[config.mk]
export PLATFORM = sky130hd
export DESIGN_NAME = seg7_scan_driver
export DESIGN_NICKNAME = d
export VERILOG_FILES = /design/src/rtl/seg7_scan_driver.sv
export SDC_FILE = /design/constraint.sdc
export NUM_CORES = 1
export LEC_CHECK = 0
export CORE_ASPECT_RATIO = 1.1
export CORE_MARGIN = 3
export CORE_UTILIZATION = 49
export DETAILED_ROUTE_END_ITERATION = 12
export GPL_ROUTABILITY_DRIVEN = 0
export PLACE_DENSITY = 0.77
export SLEW_MARGIN = 20
export SYNTH_ARGS = -nofsm -noshare
export SYNTH_HDL_FRONTEND = slang
export SYNTH_SLANG_ARGS = --single-unit
[constraint.sdc]
create_clock -name clk -period 5.2 [get_ports clk]
set_input_delay 0.78 -clock clk [delete_from_list [all_inputs] [get_ports clk]]
set_output_delay 0.78 -clock clk [all_outputs]
set_load 0.01 [all_outputs]
[src/rtl/seg7_scan_driver.sv]
// Multiplexed 7-segment scan driver: divider-paced digit rotation, hex decode, active-low outputs.
// Optional leading-zero suppression is enabled by defining SEG7_LEADING_ZERO_BLANK_EN.
module seg7_scan_driver #(
   parameter int DIGITS   = 4,
   parameter int SCAN_DIV = 50000
) (
   input  logic                  clk,
   input  logic                  rst,
   input  logic                  load,
   input  logic [4*DIGITS-1:0]   hex_in,
   input  logic [DIGITS-1:0]     point_in,
   input  logic [DIGITS-1:0]     blank_in,
   input  logic                  le,
   output logic [6:0]            seg,
   output logic                  dp,
   output logic [DIGITS-1:0]     an,
   output logic                  frame_done
);

   localparam int DIV_W = (SCAN_DIV > 1) ? $clog2(SCAN_DIV) : 1;
   localparam int IDX_W = (DIGITS > 1) ? $clog2(DIGITS) : 1;
   localparam logic [DIV_W-1:0] DIV_LAST = DIV_W'(SCAN_DIV - 1);
   localparam logic [IDX_W-1:0] IDX_LAST = IDX_W'(DIGITS - 1);

   logic [DIV_W-1:0]     r_div;
   logic [IDX_W-1:0]     r_idx;
   logic [4*DIGITS-1:0]  r_hex;
   logic [DIGITS-1:0]    r_pt;
   logic [DIGITS-1:0]    r_blk;

   logic                 w_tc;
   logic                 w_wrap;
   logic [3:0]           w_nib;
   logic                 w_pt_sel;
   logic                 w_blk_sel;
   logic                 w_lz_sel;
   logic [DIGITS-1:0]    w_an;
   logic [DIGITS-1:0]    w_lzb;

   function automatic logic [6:0] f_decode(input logic [3:0] v);
      case (v)
         4'h0:    f_decode = 7'h3F;
         4'h1:    f_decode = 7'h06;
         4'h2:    f_decode = 7'h5B;
         4'h3:    f_decode = 7'h4F;
         4'h4:    f_decode = 7'h66;
         4'h5:    f_decode = 7'h6D;
         4'h6:    f_decode = 7'h7D;
         4'h7:    f_decode = 7'h07;
         4'h8:    f_decode = 7'h7F;
         4'h9:    f_decode = 7'h6F;
         4'hA:    f_decode = 7'h77;
         4'hB:    f_decode = 7'h7C;
         4'hC:    f_decode = 7'h39;
         4'hD:    f_decode = 7'h5E;
         4'hE:    f_decode = 7'h79;
         default: f_decode = 7'h71;
      endcase
   endfunction

   assign w_tc   = (r_div == DIV_LAST);
   assign w_wrap = w_tc && (r_idx == IDX_LAST);

   // Divider and digit index; frame_done marks the edge on which the index returns to 0.
   always_ff @(posedge clk or posedge rst) begin
      if (rst) begin
         r_div      <= '0;
         r_idx      <= '0;
         frame_done <= 1'b0;
      end else begin
         if (w_tc) begin
            r_div <= '0;
            r_idx <= w_wrap ? '0 : r_idx + IDX_W'(1);
         end else begin
            r_div <= r_div + DIV_W'(1);
         end
         frame_done <= w_wrap;
      end
   end

   always_ff @(posedge clk or posedge rst) begin
      if (rst) begin
         r_hex <= '0;
         r_pt  <= '0;
         r_blk <= '0;
      end else if (load) begin
         r_hex <= hex_in;
         r_pt  <= point_in;
         r_blk <= blank_in;
      end
   end

`ifdef SEG7_LEADING_ZERO_BLANK_EN
   logic w_run;

   // A digit is suppressed only while every digit from it upward is a zero with no point lit.
   always_comb begin
      w_lzb = '0;
      w_run = 1'b1;
      for (int k = DIGITS - 1; k >= 1; k--) begin
         w_run    = w_run & (r_hex[k*4 +: 4] == 4'h0) & ~r_pt[k];
         w_lzb[k] = w_run;
      end
   end
`else
   assign w_lzb = '0;
`endif

   always_comb begin
      w_nib     = '0;
      w_pt_sel  = 1'b0;
      w_blk_sel = 1'b0;
      w_lz_sel  = 1'b0;
      w_an      = '1;
      for (int k = 0; k < DIGITS; k++) begin
         if (r_idx == IDX_W'(k)) begin
            w_nib     = r_hex[k*4 +: 4];
            w_pt_sel  = r_pt[k];
            w_blk_sel = r_blk[k];
            w_lz_sel  = w_lzb[k];
            w_an[k]   = 1'b0;
         end
      end
   end

   always_ff @(posedge clk or posedge rst) begin
      if (rst) begin
         seg <= 7'h7F;
         dp  <= 1'b1;
         an  <= '1;
      end else begin
         an <= w_an;
         if (le || w_blk_sel) begin
            seg <= 7'h7F;
            dp  <= 1'b1;
         end else begin
            dp  <= ~w_pt_sel;
            seg <= w_lz_sel ? 7'h7F : ~f_decode(w_nib);
         end
      end
   end

endmodule

==> flow_metrics.tcl <==
set metrics [dict create \
    status "completed" \
    seqPwrFrac_pct 51.2 \
    worstPathMaxFanout 9 \
    seq_area_um2 1390 \
    cts_hold_buf 0 \
    num_rows 27 \
    synth_edf_count 0 \
    antenna_found_initial 0 \
    grt_overflow 0 \
    hp-class "flop to flop" \
    synthCells 231 \
    avgViaCountPerCell 5.18 \
    p_comb_share_pct 12.6 \
    place.port_buffers 40 \
    slew_headroom_pct 26.9 \
    switching_share_pct 21.9 \
    max_stage_delay_ps 400 \
    cts_tree "built" \
    tightestPinTransition_ps 1090 \
    cp_cell_sequence "inv_1 > ha_1 > nor2_2 > o211ai_1 > o211ai_1 > inv_1 > ha_1 > mux2i_1 > a22o_1 > nand2_1" \
    die_x_um 76.2 \
    synthFlopType "dfrtp_1" \
    finalHoldViolCount 0 \
    async_flop_share_pct 100 \
    fp.dieArea_um2 6350 \
    ios 41 \
    peakVddDrop_v 0.000164 \
    period_needed_ps 2470 \
    seq_area_frac_synth_pct 52.3 \
    diodes 0 \
    drcViolationCount 0 \
    critPathKind "flop to flop" \
    rsz0062_at_grt "false" \
    synth_top_area_share_pct 40.5 \
    stdcell_count 343 \
    skew_ps 10.4 \
    drive_gt1_share_pct 19.6 \
    cts_setup_buffers 0 \
    initial_utilization_pct 51.8 \
    ant_nets 0 \
    clock_power_share_pct 36.2 \
    numCtsBuffers 5 \
    vias 1778 \
    cts.repair.resized 0 \
    dp_hpwl_um 3370 \
    clk_pin_slew_worst_paths_ps 100 \
    drt_iter0_drc 63 \
    clock_sinks 55 \
    crit_arrival_ps 2680 \
    synth_warnings 0 \
    slowest_stage "dfrtp_1" \
    ctsLongestPathBuffers 2 \
    core_area_um2 5130 \
    die_h_um 83.3 \
    slew_viol_final 0 \
    wl_per_cell_um 14.1 \
    leakage_nw 1.35 \
    grt_pass1_wl_um 8330 \
    synth_top_area_cell "dfrtp_1" \
    cp-end-kind "flop" \
    power_switching_mw 0.200 \
    drv_cap 0 \
    insertion_delay_ps 310 \
    start_kind "flop" \
    cts_root_buf "clkbuf_8" \
    dp.cells 335 \
    setup_viol 0 \
    grt_pass1_vias 1781 \
    timing.fmax_ghz 0.405 \
    grt_max_degree 56 \
    htreeDepth 2 \
    multi_input_area_um2 1180 \
    post-route-period-util_pct 47.4 \
    first_pass_iters 4 \
    rrSetupSlack_ps 2730 \
    netlist_area_um2 2660 \
    final_nets 309 \
    n_fill_cell 437 \
    syn_area_per_cell_um2 11.5 \
    yosys-top-cells-area "dfrtp_1, dfstp_2, mux2_2, ha_1, nand2_1" \
    setup_tns_ps 0 \
    synth_nets 270 \
    synth_seq_cells 55 \
    ys_types 43 \
    internal-power_mw 0.713 \
    grt_util_all_layers_pct 16.3 \
    powerDensity_nw_per_um2 281 \
    wirelength_um 4850 \
    cp_data_required_time_ps 5420 \
    area_growth_pct 22.1 \
]
==> flip-flops by register name (all words and copies together), names as in the netlist <==
name	count
r_div	16
r_hex	16
seg	7
an	4
r_blk	4
r_pt	4
r_idx	2
dp	1
frame_done	1
==> per-stage QoR <==
stage               total power, mW  setup slack, ps  cell area (um^2)  hold slack (ps)  util (%)
finish                        0.913             2730              3250              495      63.2
detailed placement            0.592             2650              3100              489      60.4
floorplan                     0.546             3100              2660              445         -
CTS                           0.922             2720              3240              505      63.1
global route                  0.957             2460              3250              526      63.2
global placement              0.588             2680              3100              472      60.4
==> critical path: cells and delay by family (launching register included) <==
kind | cells | cell delay (ps)
adder cells (fa/ha/maj) | 2 | 610
AO/OA/AOI/OAI | 3 | 610
AND/OR/NAND/NOR | 2 | 340
multiplexers | 1 | 140
flip-flops | 1 | 400
buffers and inverters | 2 | 270
==> final cells by class <==
type                            count  area share, %
Tap cell                           72           2.77
Clock inverter                      3           2.08
Clock buffer                        5           2.12
Inverter                           12           1.39
Sequential cell                    55           42.9
Timing Repair Buffer               41           12.6
Multi-Input combinational cell    155           36.2
==> cells in the final DEF (no fill, tap or decap), types with 2 or more instances in the layout <==
cell / Yosys / routed
clkbuf_8: 0 / 5
nor3_1: 2 / 2
dfstp_2: 12 / 12
nand2_1: 22 / 22
nand3_1: 12 / 12
o21ai_0: 4 / 4
clkdlybuf4s50_1: 0 / 40
a21oi_1: 6 / 6
ha_1: 11 / 11
xor2_1: 6 / 6
nor4_1: 3 / 3
dfrtp_1: 43 / 43
o211ai_1: 7 / 7
nand3b_1: 4 / 4
bufinv_16: 0 / 2
nor2b_1: 3 / 3
nor2_1: 12 / 12
or3_1: 2 / 2
xnor2_1: 7 / 7
mux2_2: 24 / 24
inv_1: 12 / 11
and2_1: 3 / 3
mux2i_1: 3 / 3
nand2b_1: 6 / 6
and3_1: 2 / 2
==> Yosys cell counts, types with 2 or more instances <==
master,count
nor2_1,12
mux2i_1,3
nand2_1,22
ha_1,11
mux2_2,24
or3_1,2
nor4_1,3
dfstp_2,12
buf_4,3
and2_1,3
nor3_1,2
inv_1,12
a21oi_1,6
buf_1,2
xor2_1,6
o21ai_0,4
nand3b_1,4
nand3_1,12
and3_1,2
dfrtp_1,43
xnor2_1,7
o211ai_1,7
nand2b_1,6
nor2b_1,3
buf_2,2
==> power by group through the flow <==
stage / logic (mW) / clock network (mW) / registers, mW
after floorplan: 0.0707 / 0 / 0.475
after global placement: 0.114 / 0 / 0.474
after detailed placement: 0.116 / 0 / 0.475
after CTS: 0.117 / 0.337 / 0.467
after global routing: 0.127 / 0.359 / 0.471
final: 0.115 / 0.330 / 0.467
==> layer usage <==
metal	share of wire, %	vias to the layer above	global-route usage, %
met5	0	-	0
met2	51	36	27.7
met3	3.5	9	4.23
li1	-	870	-
met4	1.6	0	5.60
met1	44	863	20.1
==> cell families after synthesis <==
kind of cell / share of synthesized area [%]
buffers and inverters: 3.76
flip-flops: 52.3
multiplexers: 11.3
AO/OA/AOI/OAI: 7.67
XOR/XNOR: 4.28
AND/OR/NAND/NOR: 15.5
adder cells (fa/ha/maj): 5.18
==> worst paths after layout <==
| path | from | endpoint | cells after the start |
|---|---|---|---|
| min in group asynchronous | rst | r_div[14] | 3 |
| max in group asynchronous | rst | r_hex[2] | 3 |
| min reg2reg | r_div[0] | r_div[0] | 1 |
| min | r_div[0] | r_div[0] | 1 |
| max | r_idx[0] | seg[3] | 10 |
| max reg2reg | r_idx[0] | seg[3] | 10 |
Power figures use the tool's default switching activity.
==> patch 1 (same flow settings) <==
The parameter `SCAN_DIV` goes from 50000 to 12500.
--- a/src/rtl/seg7_scan_driver.sv
+++ b/src/rtl/seg7_scan_driver.sv
@@ -2,7 +2,7 @@
 // Optional leading-zero suppression is enabled by defining SEG7_LEADING_ZERO_BLANK_EN.
 module seg7_scan_driver #(
    parameter int DIGITS   = 4,
-   parameter int SCAN_DIV = 50000
+   parameter int SCAN_DIV = 12500
 ) (
    input  logic                  clk,
    input  logic                  rst,
Check against the original RTL: same outputs for any inputs over 10 cycles, from zero or initial values and one cycle with rst high; that may be too few to reach the edited logic, so the function may still have changed.
==> patch 1 against the original RTL <==
Total power down 13%; design area fell by 6.6%; die area fell by 5.2%; sequential cell count is 2 lower; area after synthesis down 5.6%; synthesized cell count fell by 5.6%; first-iteration DRC count grew 59%; global-route usage is 0.58 points higher; clock power shrank 31%; core utilization is 0.19 points higher; wire length is 1.7% lower; setup slack worse by 130 ps; count of clock-buffer cells in the layout stayed put.
==> patch 1: results (changes against the original RTL) <==
- Hold crit path type: reg2reg (unchanged)
- Final #Nets: 298 (was 309)
- Final HPWL DP: 3350 um (was 3370 um)
- Ys Warns: 0 (unchanged)
- Hold depth: 1 (unchanged)
- Clk_lat worst skew: 310 ps (about the same)
- Max_slew headroom: 50.7% (was 26.9%)
- Share of post-route cells with drive strength above 1: 20.8% (was 19.6%)
- Crit path DAT: 2810 ps (was 2680 ps)
- Via density: 5.53 (was 5.18)
- H-Tree Level Count: 2 (unchanged)
- R2r setup slk: 2600 ps (was 2730 ps)
- Antenna cells: 0 (unchanged)
- Min-delay src: r_div[0]$_DFF_PP0_ (unchanged)
- Post-CTS setup buffer count: 0 (unchanged)
- Reg2Reg Depth: 9 (was 10)
- Drt pass-1 iters: 4 (unchanged)
- Top cells by area, synth: dfrtp_1 41%, dfstp_2 13%, mux2_2 10% (was dfrtp_1 40%, dfstp_2 12%, mux2_2 10%)
- Global-route wire length before repair: 7820 um (was 8330 um)
- Worst-path clk slew: 90 ps
- Worst Hold End: r_div[0]$_DFF_PP0_ (unchanged)
- Post-Place Cell Area: 0.00295 mm2 (was 0.00310 mm2)
- Vias in the first global route: 1702 (was 1781)
- Detailed Route Iter0 Violations: 100 (was 63)
- Clk root buf: clkbuf_8 (unchanged)
- Sequential cell area fraction in the yosys report: 53.5% (was 52.3%)
- RR Endpoint: seg[3]$_DFF_PP1_ (unchanged)
- Slew Viols, Final: 0 (unchanged)
- Met2 wire len: 2290 um (was 2460 um)
- Hold WS: 486 ps (was 495 ps)
- Final setup viols: 0 (unchanged)
- IO Port Bufs: 40 (unchanged)
- GRT Total Usage: 16.9% (was 16.3%)
- CP max FO: 9 (unchanged)
- Largest net degree at the start of global routing: 54 (was 56)
- Top Metal Used: met4 (unchanged)
- Metal1 wirelength: 2190 um (was 2140 um)
- Initial antenna violation count: 0 (unchanged)
- Post-Syn Nets: 257 (was 270)
- Met3 WL: 193 um (was 171 um)
- Outcome: finished clean (unchanged)
- Cts repair resizes: 0 (unchanged)
- CTS buffer count: 5 (unchanged)
- VDD IR max: 0.000201 V (was 0.000164 V)
- Yosys cell types: 45 (was 43)
- Fin Clk Skew: 10.8 ps (was 10.4 ps)
- Top Registers: r_hex: 16 flops, r_div: 14 flops, seg: 7 flops (was r_div: 16 flops, r_hex: 16 flops, seg: 7 flops)
- Routed length per instance: 15.1 um (was 14.1 um)
- Crit Path Class: reg2reg (unchanged)
- Post-synth ARST share: 100% (unchanged)
- Launch point of the worst reg-to-reg path: r_idx[0]$_DFFE_PP0N_ (unchanged)
- Clock Path Buffers: 2 (unchanged)
- Static leakage: 1.25 nW (was 1.35 nW)
- Synth top cells by count: 41 x dfrtp_1, 26 x nand2_1, 23 x mux2_2 (was 43 x dfrtp_1, 24 x mux2_2, 22 x nand2_1)
-- patch 1: logic make-up after synthesis --
| kind of cell | after synthesis | share of synthesized area (%) |
|---|---|---|
| buffers and inverters | 18 | 3.19 |
| AOI/OAI and AO/OA | 35 | 9.63 |
| adders and majority gates | 11 | 5.49 |
| DFF | 53 | 53.5 |
| muxes | 24 | 10.7 |
| xor gates and xnor gates | 9 | 3.14 |
| and+or+nand+nor | 68 | 14.4 |
-- patch 1: metal layers --
metal	up-vias	global-route usage (%)
li1	842	-
met1	859	22.4
met2	37	27.6
met3	8	3.34
met4	0	6.05
met5	-	0
-- patch 1: per-stage QoR --
| step | std cells | setup slack (ps) | power, mW |
|---|---|---|---|
| 2_1_floorplan | 218 | 2750 | 0.522 |
| 3_3_place_gp | 308 | 2470 | 0.569 |
| 3_5_place_dp | 308 | 2330 | 0.572 |
| 4_1_cts | 316 | 2340 | 0.798 |
| 5_1_grt | 316 | 2290 | 0.828 |
| 6_report | 316 | 2600 | 0.792 |
-- patch 1: area by class of cell --
| cell class | count | area (um2) |
|---|---|---|
| clock inverter | 3 | 17.5 |
| multi-input combinational | 147 | 1090 |
| fill | 388 | 1750 |
| sequential | 53 | 1340 |
| inverter | 10 | 37.5 |
| timing repair buffer | 42 | 410 |
| tap | 56 | 70.1 |
| clock buffer | 5 | 68.8 |
-- patch 1: critical path, stage by stage (launching register included) --
cell,delay [ps]
dfrtp_1,400
inv_1,150
ha_1,350
inv_1,100
o311ai_1,620
inv_1,180
ha_1,330
a21oi_1,160
a32o_1,160
nand2_1,60
-- patch 1: power by group --
group | switching [mW] | internal (mW) | total [mW]
clock | 0.135 | 0.0932 | 0.228
sequential | 0.0119 | 0.441 | 0.452
combinational | 0.0499 | 0.0614 | 0.111
total | 0.197 | 0.595 | 0.792
==> patch 2 (same settings) <==
Made on the original files. Make the reset (`rst`) synchronous in 3 clocked blocks.
--- a/src/rtl/seg7_scan_driver.sv
+++ b/src/rtl/seg7_scan_driver.sv
@@ -62,7 +62,7 @@
    assign w_wrap = w_tc && (r_idx == IDX_LAST);
 
    // Divider and digit index; frame_done marks the edge on which the index returns to 0.
-   always_ff @(posedge clk or posedge rst) begin
+   always_ff @(posedge clk) begin
       if (rst) begin
          r_div      <= '0;
          r_idx      <= '0;
@@ -78,7 +78,7 @@
       end
    end
 
-   always_ff @(posedge clk or posedge rst) begin
+   always_ff @(posedge clk) begin
       if (rst) begin
          r_hex <= '0;
          r_pt  <= '0;
@@ -123,7 +123,7 @@
       end
    end
 
-   always_ff @(posedge clk or posedge rst) begin
+   always_ff @(posedge clk) begin
       if (rst) begin
          seg <= 7'h7F;
          dp  <= 1'b1;
Function: differs if rst is asserted again (counterexample within 4 cycles, from zero or initial values and one cycle with rst high); with rst held inactive, the same outputs for 10 cycles.
==> patch 2 against the original RTL <==
Hold slack got worse by 40 ps; sequential cell count unchanged; design area decreased by 6.9%; setup slack got worse by 42 ps; wire length decreased by 1.3%; combinational power decreased by 19%; first-iteration DRC count increased by 46%; via count increased by 3.7%; total power decreased by 16%; area after synthesis decreased by 5.0%; critical endpoint is now seg[3]$_SDFF_PP1_; die area decreased by 4.7%.
==> patch 2: results (changes against the original RTL) <==
- GRT Total Usage: 17.3% (was 16.3%)
- Slowest CP cell: o21ai_0 (was dfrtp_1)
- Post-Syn Nets: 308 (was 270)
- Final HPWL DP: 3510 um (was 3370 um)
- Sequential cell area fraction in the yosys report: 43.6% (was 52.3%)
- CTS buffer count: 5 (unchanged)
- Share of post-route cells with drive strength above 1: 7.57% (was 19.6%)
- Antenna cells: 0 (unchanged)
- Via density: 5.12 (was 5.18)
- Post-synthesis mux area share: 12.1% (was 11.3%)
- Top cells by area, synth: dfxtp_1 44%, mux2i_1 11%, nor2_1 6.7% (was dfrtp_1 40%, dfstp_2 12%, mux2_2 10%)
- Post-synth ARST share: 0% (was 100%)
- Final #Nets: 344 (was 309)
- Ys Warns: 0 (unchanged)
- Post-place setup slack: 2630 ps (was 2650 ps)
- Max_slew headroom: 50.0% (was 26.9%)
- Detailed Route Iter0 Violations: 92 (was 63)
- Global-route wire length before repair: 8150 um (was 8330 um)
- Drt total wl: 4790 um (was 4850 um)
- CP max FO: 11 (was 9)
- Crit path DAT: 2680 ps (about the same)
- Yosys cell types: 42 (was 43)
- Post-synthesis adder-cell area fraction: 5.95% (was 5.18%)
- Fin Clk Skew: 10.1 ps (was 10.4 ps)
- Outcome: finished clean (unchanged)
- Largest net degree at the start of global routing: 34 (was 56)
- Hold Violations, Final: 0 (unchanged)
- Synth Area in Compound Gates: 8.37% (was 7.67%)
- VDD IR max: 0.000127 V (was 0.000164 V)
- Vias in the first global route: 1795 (was 1781)
- Post-CTS setup buffer count: 0 (unchanged)
- # fillers: 441 (was 437)
- XOR/XNOR Fraction of Synth Area: 4.51% (was 4.28%)
- Hold crit path type: reg2reg (unchanged)
- Crit-path max cell delay: 450 ps (was 400 ps)
- Static leakage: 1.19 nW (was 1.35 nW)
- Synth top cells by count: 55 x dfxtp_1, 45 x nor2_1, 28 x mux2i_1 (was 43 x dfrtp_1, 24 x mux2_2, 22 x nand2_1)
- Initial antenna violation count: 0 (unchanged)
[patch 2: cell count changes in the layout (fill, tap and decap cells not counted), sizes merged, moves of 4 or more]
cell    change
dfxtp      +55
dfrtp      -43
nor2       +33
mux2i      +25
mux2       -22
dfstp      -12
o211ai      -5
inv         -4
[patch 2: critical path: cells and delay by family (launching register included)]
kind	cells	cell delay [ps]
flops	1	360
compound gates	4	720
simple gates	1	50
mux	2	300
fa+ha+maj	2	670
buf+inv	2	280
[patch 2: cell families after synthesis]
kind of cell    after synthesis
flops                        55
xor+xnor                     13
simple gates                111
buf+inv                      21
mux                          30
fa+ha+maj                    12
compound gates               26
[patch 2: report_power, final]
part	internal, mW	total, mW	switching (mW)
sequential	0.438	0.448	0.00920
clock	0.0924	0.226	0.134
combinational	0.0524	0.0931	0.0407
total	0.583	0.767	0.184
[patch 2: area by class of cell]
type	instances	area share (%)
inverter	8	0.993
tap	56	2.32
clock buffer	5	2.28
multi-input combinational	192	43.8
timing repair buffer	42	13.7
sequential	55	36.4
clock inverter	2	0.455
[patch 2: worst paths after layout]
check | start | end | cells past startpoint | slack, ps
max | r_idx[0]$_SDFFE_PP0P_ | seg[3]$_SDFF_PP1_ | 11 | 2690
min | r_div[0]$_SDFF_PP0_ | r_div[0]$_SDFF_PP0_ | 1 | 450
max reg2reg | r_idx[0]$_SDFFE_PP0P_ | seg[3]$_SDFF_PP1_ | 11 | 2690
min reg2reg | r_div[0]$_SDFF_PP0_ | r_div[0]$_SDFF_PP0_ | 1 | 450
[patch 2: per-stage QoR]
step | cell area [um2] | instances | total power [mW]
floorplan | 2520 | 268 | 0.511
global placement | 2940 | 353 | 0.550
detailed placement | 2940 | 353 | 0.551
CTS | 3020 | 360 | 0.777
global route | 3020 | 360 | 0.802
finish | 3020 | 360 | 0.767
[patch 2: metal layers]
metal / global-route usage, % / vias up / wire, um
li1: - / 971 / -
met1: 21.2 / 833 / 2130
met2: 29.1 / 35 / 2440
met3: 4.33 / 4 / 179
met4: 6.23 / 0 / 43
met5: 0 / - / 0
